<file path="config.mk">
export PLATFORM = sky130hd
export DESIGN_NAME = dcache_req_arbiter
export DESIGN_NICKNAME = d
export VERILOG_FILES = /design/src/rtl/dcache_req_arbiter.sv
export SDC_FILE = /design/constraint.sdc
export NUM_CORES = 1
export LEC_CHECK = 0
export ABC_AREA = 1
export ABC_CLOCK_PERIOD_IN_PS = 5900
export CELL_PAD_IN_SITES_DETAIL_PLACEMENT = 1
export CELL_PAD_IN_SITES_GLOBAL_PLACEMENT = 1
export CORE_MARGIN = 10
export CORE_UTILIZATION = 25
export CTS_BUF_LIST = sky130_fd_sc_hd__clkbuf_8
export DETAILED_ROUTE_END_ITERATION = 16
export PLACE_DENSITY_LB_ADDON = 0.1
export SETUP_SLACK_MARGIN = 0.1
export SLEW_MARGIN = 15
export SYNTH_ARGS = -nofsm -noshare
export SYNTH_HDL_FRONTEND = slang
export SYNTH_SLANG_ARGS = --single-unit
</file>
<file path="constraint.sdc">
create_clock -name clk -period 5.9 [get_ports clk]
set_input_delay 1.77 -clock clk [delete_from_list [all_inputs] [get_ports clk]]
set_output_delay 1.77 -clock clk [all_outputs]
set_load 0.05 [all_outputs]
</file>
<file path="src/rtl/dcache_req_arbiter.sv">
// Arbitrates the single dcache request port between the page-table walker and the LSU.
// PTW has priority; a saturating starvation counter forces an LSU grant after LSU_STARVE_MAX losses.
module dcache_req_arbiter #(
  parameter int unsigned PALEN          = 34,
  parameter int unsigned XLEN           = 32,
  parameter int unsigned LSU_STARVE_MAX = 4
) (
  input  logic                clk,
  input  logic                rst_n,
  input  logic                ptw_req_i,
  input  logic [PALEN-1:0]    ptw_paddr_i,
  output logic                ptw_ack_o,
  output logic [XLEN-1:0]     ptw_rdata_o,
  input  logic                lsu_req_i,
  input  logic [PALEN-1:0]    lsu_paddr_i,
  input  logic                lsu_we_i,
  input  logic [XLEN/8-1:0]   lsu_be_i,
  input  logic [XLEN-1:0]     lsu_wdata_i,
  output logic                lsu_ack_o,
  output logic [XLEN-1:0]     lsu_rdata_o,
  input  logic                flush_i,
  output logic                dcache_req_o,
  output logic [PALEN-1:0]    dcache_paddr_o,
  output logic                dcache_we_o,
  output logic [XLEN/8-1:0]   dcache_be_o,
  output logic [XLEN-1:0]     dcache_wdata_o,
  input  logic                dcache_ack_i,
  input  logic [XLEN-1:0]     dcache_rdata_i
);

  localparam int unsigned CntW = $clog2(LSU_STARVE_MAX + 1);
  localparam logic [CntW-1:0] StarveMax = CntW'(LSU_STARVE_MAX);

  typedef enum logic [1:0] {StIdle, StPtwBusy, StLsuBusy, StDrain} state_e;

  state_e              state_q, state_d;
  logic [CntW-1:0]     starve_cnt_q, starve_cnt_d;
  logic [PALEN-1:0]    paddr_q, paddr_d;
  logic                we_q, we_d;
  logic [XLEN/8-1:0]   be_q, be_d;
  logic [XLEN-1:0]     wdata_q, wdata_d;
  logic                lsu_starved;

  assign lsu_starved = lsu_req_i && (starve_cnt_q == StarveMax);

  always_comb begin
    state_d      = state_q;
    starve_cnt_d = starve_cnt_q;
    paddr_d      = paddr_q;
    we_d         = we_q;
    be_d         = be_q;
    wdata_d      = wdata_q;
    ptw_ack_o    = 1'b0;
    lsu_ack_o    = 1'b0;
    unique case (state_q)
      StIdle: begin
        if (!lsu_req_i) starve_cnt_d = '0;
        if (!flush_i) begin
          if (ptw_req_i && !lsu_starved) begin
            paddr_d = ptw_paddr_i;
            we_d    = 1'b0;
            be_d    = '1;
            wdata_d = '0;
            state_d = StPtwBusy;
            // Only counts grants the LSU actually lost; saturation is implied by lsu_starved
            if (lsu_req_i) starve_cnt_d = starve_cnt_q + 1'b1;
          end else if (lsu_req_i) begin
            paddr_d      = lsu_paddr_i;
            we_d         = lsu_we_i;
            be_d         = lsu_be_i;
            wdata_d      = lsu_wdata_i;
            state_d      = StLsuBusy;
            starve_cnt_d = '0;
          end
        end
      end
      StPtwBusy, StLsuBusy: begin
        if (dcache_ack_i) begin
          // A flush in the ack cycle swallows the response
          ptw_ack_o = !flush_i && (state_q == StPtwBusy);
          lsu_ack_o = !flush_i && (state_q == StLsuBusy);
          state_d   = StIdle;
        end else if (flush_i) begin
          state_d = StDrain;
        end
      end
      StDrain: begin
        if (dcache_ack_i) state_d = StIdle;
      end
      default: state_d = StIdle;
    endcase
  end

  always_ff @(posedge clk or negedge rst_n) begin
    if (!rst_n) begin
      state_q      <= StIdle;
      starve_cnt_q <= '0;
      paddr_q      <= '0;
      we_q         <= 1'b0;
      be_q         <= '0;
      wdata_q      <= '0;
    end else begin
      state_q      <= state_d;
      starve_cnt_q <= starve_cnt_d;
      paddr_q      <= paddr_d;
      we_q         <= we_d;
      be_q         <= be_d;
      wdata_q      <= wdata_d;
    end
  end

  assign dcache_req_o   = (state_q != StIdle);
  assign dcache_paddr_o = paddr_q;
  assign dcache_we_o    = we_q;
  assign dcache_be_o    = be_q;
  assign dcache_wdata_o = wdata_q;
  assign ptw_rdata_o    = ptw_ack_o ? dcache_rdata_i : '0;
  assign lsu_rdata_o    = lsu_ack_o ? dcache_rdata_i : '0;

  // The owner must hold its request until acked unless a flush abandons it
  ptw_req_held_a: assert property (@(posedge clk) disable iff (!rst_n)
    (state_q == StPtwBusy && !flush_i) |-> ptw_req_i);
  lsu_req_held_a: assert property (@(posedge clk) disable iff (!rst_n)
    (state_q == StLsuBusy && !flush_i) |-> lsu_req_i);

endmodule

</file>
==> metrics, run 1 <==
CTS Buf Count 9; top cell family by delay on the critical path buffers and inverters; Final Non-Filler Cells 1074; complex-gate fraction of the synthesized area 5.380%; Fillers 1892; router iterations before antenna repair 4; final WL 18850 um; Rows 46; mux share of post-synthesis cell area 0%; Starting DRT DRC Count 130; vias in the first global route about 5000; max-cap violation count 0; Finished Core Util between 50 and 60%; first-pass GRT wire length between 20000 and 30000 um; Tcrit/Tclk final between 80% and 90%; actual slew at the worst max-slew pin around 1000 ps; Overall Global Routing Usage 17.36%; crit path kind in2out; Post-Place Cells 1056; Placer Congestion 0.8235; simple-gate share of the synthesized area 33.97%; Wirelength per Cell 17.55 um; Critical Path AT about 3300 ps; CTS resizes 0; slowest CP cell clkdlybuf4s50_1; Rel. slew slack 32.62%; postcts setup bufs 0; worst-skew pair later-pin latency 360 ps; antenna violations before repair 2; buffer type at the clock tree root clkbuf_8; layout cells sized above 1 10.75%; post-synth net total between 700 and 800; WHS around 480 ps; area grow syn2layout 97.25%; clock transition at the registers of the reported paths about 90 ps; Final setup viols 0; slowest stage delay, CP between 600 and 700 ps; worst-path maximum fanout 33; largest net degree at the start of global routing 77; Max Root-Sink Buffers 2; run status finished clean; effective utilization at floorplan between 20% and 30%; Final Slew Violations 0; footprint of the multi-input gates 0.001669 mm^2; Yosys cell types 14; Setup TNS Final 0 ps; FMAX a little under 0.2 GHz; Reg area about 0.0019 mm^2; commonest cells after routing, fill and taps aside clkdlybuf4s50_1, nand2_1, nor2_1; worst min path class reg2reg; Die Area 0.02146 mm^2; core area roughly 0.016 mm^2; maximum VDD drop 257.4 uV; Die X-Extent 146.5 um; drt via density ~4.3; H-tree levels 3; Residual DRC 0; RSZ-0062 raised after global routing no; post-synthesis sequential area ratio 47.54%; synthesis-stage register bit count 76; Adder-Cell Fraction of Synth Area 2.190%; required time of the worst setup path between 4000 and 5000 ps; cell area after synthesis between 0.004 and 0.005 mm^2; Synth Instances 586; Leak ~3.8 nW; clock skew between 10 and 15 ps; commonest non-fill, non-tap cell in the layout clkdlybuf4s50_1; YS warnings 0; GRT Residual Overflow 0; main combinational cell family by area after synthesis simple AND/OR/NAND/NOR gates; CTS tree built; crit path time final a little over 5000 ps; Buf+Inv Stages, Crit Path 4; Synth Area in XOR/XNOR 0%; Final Hold Fails 0; Die Height 146.5 um; Clock Sinks 76; CP cell instances clkdlybuf4s50_1 > inv_1 > nand3_1 > buf_4 > nor2_1 > buf_12; Critical Path Start Type primary input; Vias around 4700; Detailed Place HPWL approximately 15000 um; Worst setup EP type primary output; PwrDens around 430 mW/mm^2; Port Buffers 280; Ports approximately 280; Final #Nets between 1000 and 1500; hold_buf cts 0; Antenna Violating Nets Remaining 0; syn_area_per_cell 6.826 um^2
-- final cells by class --
type                       instances  share of cell area [%]
antenna                            2                 0.06343
clock buffer                      10                   1.744
clock inverter                     6                   1.173
inverter                          84                   3.996
multi-input combinational        395                   21.15
sequential                        76                   24.10
tap                              216                   3.425
timing repair buffer             285                   44.34
-- worst reg2reg max path, delay by kind of cell (launching register included) --
family	cells	cell delay, ps
AO/OA/AOI/OAI	1	250
adder cells (fa/ha/maj)	1	280
buffers and inverters	3	860
flip-flops	1	430
AND/OR/NAND/NOR	2	310
-- synth_stat cells (all sizes together) --
master	count	area, um^2
nor2	106	397.9
ha	7	87.58
o21ai	41	205.2
buf	7	31.28
clkbuf	24	90.09
a21oi	2	10.01
inv	84	315.3
dfrtp	76	1902
nand2	197	739.5
nand3	41	205.2
nor3	1	16.27
-- cells by family (layout without fill, tap and decap cells) --
logic type	Yosys count	count (layout)
AO/OA/AOI/OAI	43	43
flip-flops	76	76
AND/OR/NAND/NOR	345	345
other	0	2
buffers and inverters	115	385
adder cells (fa/ha/maj)	7	7
-- routing by layer --
metal  vias to the layer above  GRT usage, %  routed length, um
met4                         0         5.155                297
met3                        18         6.675               1447
met1                      2190         18.86               7481
li1                       2279             -                  -
met2                       169         30.60               9626
met5                         -             0                  0
-- through the flow --
stage | setup slack, ps | instance area (um^2) | power, mW
3_3_place_gp | 900.6 | 7655 | 2.943
6_report | 847.5 | 7890 | 3.418
5_1_grt | 706.8 | 7890 | 3.638
4_1_cts | 835.5 | 7885 | 3.482
2_1_floorplan | 1243 | 4000 | 2.146
3_5_place_dp | 840.0 | 7655 | 2.999
-- power breakdown --
part	leakage, nW	internal [mW]	switching, mW
Sequential	0.958	0.746	0.128
Clock	0.110	0.253	0.211
Combinational	2.75	0.692	1.39
Total	3.82	1.69	1.73
-- state kept, by name, indices dropped and copies added, names as in the netlist --
register,flops
dcache_paddr_o,34
dcache_wdata_o,32
dcache_we_o,1
state_q,2
dcache_be_o,4
starve_cnt_q,3
-- worst paths after layout --
kind | from | to | slack, ps | cells past startpoint
max in group asynchronous | rst_n | dcache_paddr_o[3]$_DFFE_PN0P_ | 3670 | 1
setup / recovery | flush_i | lsu_rdata_o[3] | 850 | 6
min in group asynchronous | rst_n | dcache_wdata_o[2]$_DFFE_PN0P_ | 1570 | 1
setup reg to reg | state_q[0]$_DFFE_PN0P_ | dcache_be_o[2]$_DFFE_PN0P_ | 3720 | 7
hold / removal | dcache_wdata_o[7]$_DFFE_PN0P_ | dcache_wdata_o[7]$_DFFE_PN0P_ | 480 | 2
hold reg to reg | dcache_wdata_o[7]$_DFFE_PN0P_ | dcache_wdata_o[7]$_DFFE_PN0P_ | 480 | 2
Power figures use the tool's default switching activity.
==> run 2: changes to the inputs <==
--- a/config.mk
+++ b/config.mk
@@ -9,7 +9,6 @@
 export ABC_CLOCK_PERIOD_IN_PS = 5900
 export CELL_PAD_IN_SITES_DETAIL_PLACEMENT = 1
 export CELL_PAD_IN_SITES_GLOBAL_PLACEMENT = 1
-export CORE_MARGIN = 10
 export CORE_UTILIZATION = 25
 export CTS_BUF_LIST = sky130_fd_sc_hd__clkbuf_8
 export DETAILED_ROUTE_END_ITERATION = 16
==> run 2 against run 1 <==
Compared with the run above:
- routed wire length decreased by 12%
- total power fell by 3.0%
- final cell count fell by 0.65%
- sequential cell count did not move
- clock skew shrank 1.9 ps
- non-clock buffer count stayed put
- final area shrank 0.84%
- first-iteration DRC count down 23%
- core utilization rose by 0.68 points
- critical endpoint is now ptw_rdata_o[30]
- largest power group unchanged
==> metrics, run 2 (same netlist as run 1, synthesis figures left out) <==
run status finished clean; Leak 3.804 nW (-0.48%); Critical Path Start Type primary input; worst min path class reg2reg; Port Buffers 280 (unchanged); Wirelength per Cell 15.56 um (-11%); effective utilization at floorplan 25.93% (+0.56 points); max reg flops 34 (unchanged); Final #Nets 1001 (unchanged); CTS tree built; Die X-Extent 128.5 um (-12%); max-cap violation count 0 (unchanged); H-tree levels 3 (unchanged); FMAX 0.1981 GHz (about the same); Setup TNS Final 0 ps (unchanged); Ports 281 (unchanged); CTS resizes 0 (unchanged); Worst Slack Setup Final 850.8 ps (+3.326 ps); Vias 4657 (+0.021%); worst-path maximum fanout 33 (unchanged); commonest non-fill, non-tap cell in the layout clkdlybuf4s50_1; Tcrit/Tclk final 85.58% (about the same); antenna violations before repair 0 (-2); crit path kind in2out; clock skew 11.27 ps (-1.914 ps); maximum VDD drop 195.9 uV (-24%); Final Hold Fails 0 (unchanged); Final Slew Violations 0 (unchanged); Final setup viols 0 (unchanged); Critical Path AT 3280 ps (about the same); Overall Global Routing Usage 20.41% (+3.0 points); Die Height 128.5 um (-12%); clock transition at the registers of the reported paths 90 ps (about the same); router iterations before antenna repair 4 (unchanged); vias in the first global route 4856 (-2.9%); PwrDens 423.8 mW/mm^2 (-2.2%); Starting DRT DRC Count 100 (-23%); GRT Residual Overflow 0 (unchanged); first-pass GRT wire length 26140 um (-12%); number of antenna diodes 0 (-2); actual slew at the worst max-slew pin 1038 ps (+27.41 ps); Clock Sinks 76 (unchanged); commonest cells after routing, fill and taps aside clkdlybuf4s50_1, nand2_1, nor2_1; core area 0.01543 mm^2 (-2.2%); dpl ws 823.5 ps (-16.46 ps); layout cells sized above 1 10.75% (unchanged); worst reg-to-reg path cell count 8 (+1); postcts setup bufs 0 (unchanged); Placer Congestion 0.7762 (-5.7%); worst-skew pair later-pin latency 370 ps (about the same); Rows 45 (-2.2%); buffer type at the clock tree root clkbuf_8; RSZ-0062 raised after global routing no; Die Area 0.01651 mm^2 (-23%); Residual DRC 0 (unchanged); Rel. slew slack 30.79% (-1.8 points); hold_buf cts 0 (unchanged); Detailed Place HPWL 12630 um (-16%); crit path time final 5049 ps (-3.326 ps); required time of the worst setup path 4130 ps (about the same); area grow syn2layout 95.59%; drt via density 4.365 (+0.68%); Antenna Violating Nets Remaining 0 (unchanged); Max Root-Sink Buffers 2 (unchanged); largest net degree at the start of global routing 77 (unchanged); final WL 16610 um (-12%); Hold Path Depth 2 (unchanged); Worst setup EP type primary output; CTS Buf Count 9 (unchanged)
## run 2: cell type report
| class | instances | area (um^2) |
|---|---|---|
| Sequential cell | 76 | 1902 |
| Clock buffer | 9 | 123.9 |
| Fill cell | 1867 | 7604 |
| Clock inverter | 7 | 51.30 |
| Multi-Input combinational cell | 395 | 1669 |
| Timing Repair Buffer | 285 | 3498 |
| Inverter | 84 | 315.3 |
| Tap cell | 211 | 264.0 |
## run 2: final timing paths
kind / slack, ps / from / end
worst max-delay path: 850 / flush_i / ptw_rdata_o[30]
worst min-delay path: 480 / dcache_wdata_o[19]$_DFFE_PN0P_ / dcache_wdata_o[19]$_DFFE_PN0P_
worst max register to register: 3660 / state_q[0]$_DFFE_PN0P_ / dcache_wdata_o[9]$_DFFE_PN0P_
worst min register to register: 480 / dcache_wdata_o[19]$_DFFE_PN0P_ / dcache_wdata_o[19]$_DFFE_PN0P_
max in group asynchronous: 3660 / rst_n / dcache_paddr_o[3]$_DFFE_PN0P_
min in group asynchronous: 1550 / rst_n / dcache_wdata_o[0]$_DFFE_PN0P_
## run 2: per-stage QoR
| step | power (mW) | util (%) | instances | cell area (um^2) | hold WS (ps) |
|---|---|---|---|---|---|
| 3_3_place_gp | 2.913 | 49.58 | 1051 | 7649 | 460.5 |
| 5_1_grt | 3.511 | 50.71 | 1067 | 7824 | 501.0 |
| 3_5_place_dp | 2.971 | 49.58 | 1051 | 7649 | 464.8 |
| 4_1_cts | 3.361 | 50.71 | 1067 | 7824 | 487.9 |
| 2_1_floorplan | 2.146 | - | 586 | 4000 | 491.1 |
| 6_report | 3.316 | 50.71 | 1067 | 7824 | 482.3 |
## run 2: report_power, final
group	internal (mW)	total (mW)	switching, mW	leakage [nW]
clock network	0.156	0.379	0.224	0.0913
logic	0.693	2.06	1.37	2.75
registers	0.745	0.873	0.128	0.958
total	1.59	3.32	1.72	3.80
## run 2: critical path, stage by stage
cell	delay, ps
clkdlybuf4s50_1	630
inv_1	120
nand3_1	100
buf_4	320
nor2_1	150
buf_12	170
## run 2: per-layer routing
layer / part of all wire, % / global-route usage, % / vias to the layer above
li1: - / - / 2269
met1: 38 / 21.78 / 2218
met2: 52 / 37.65 / 153
met3: 8.2 / 7.235 / 17
met4: 1.6 / 5.952 / 0
met5: 0 / 0 / -
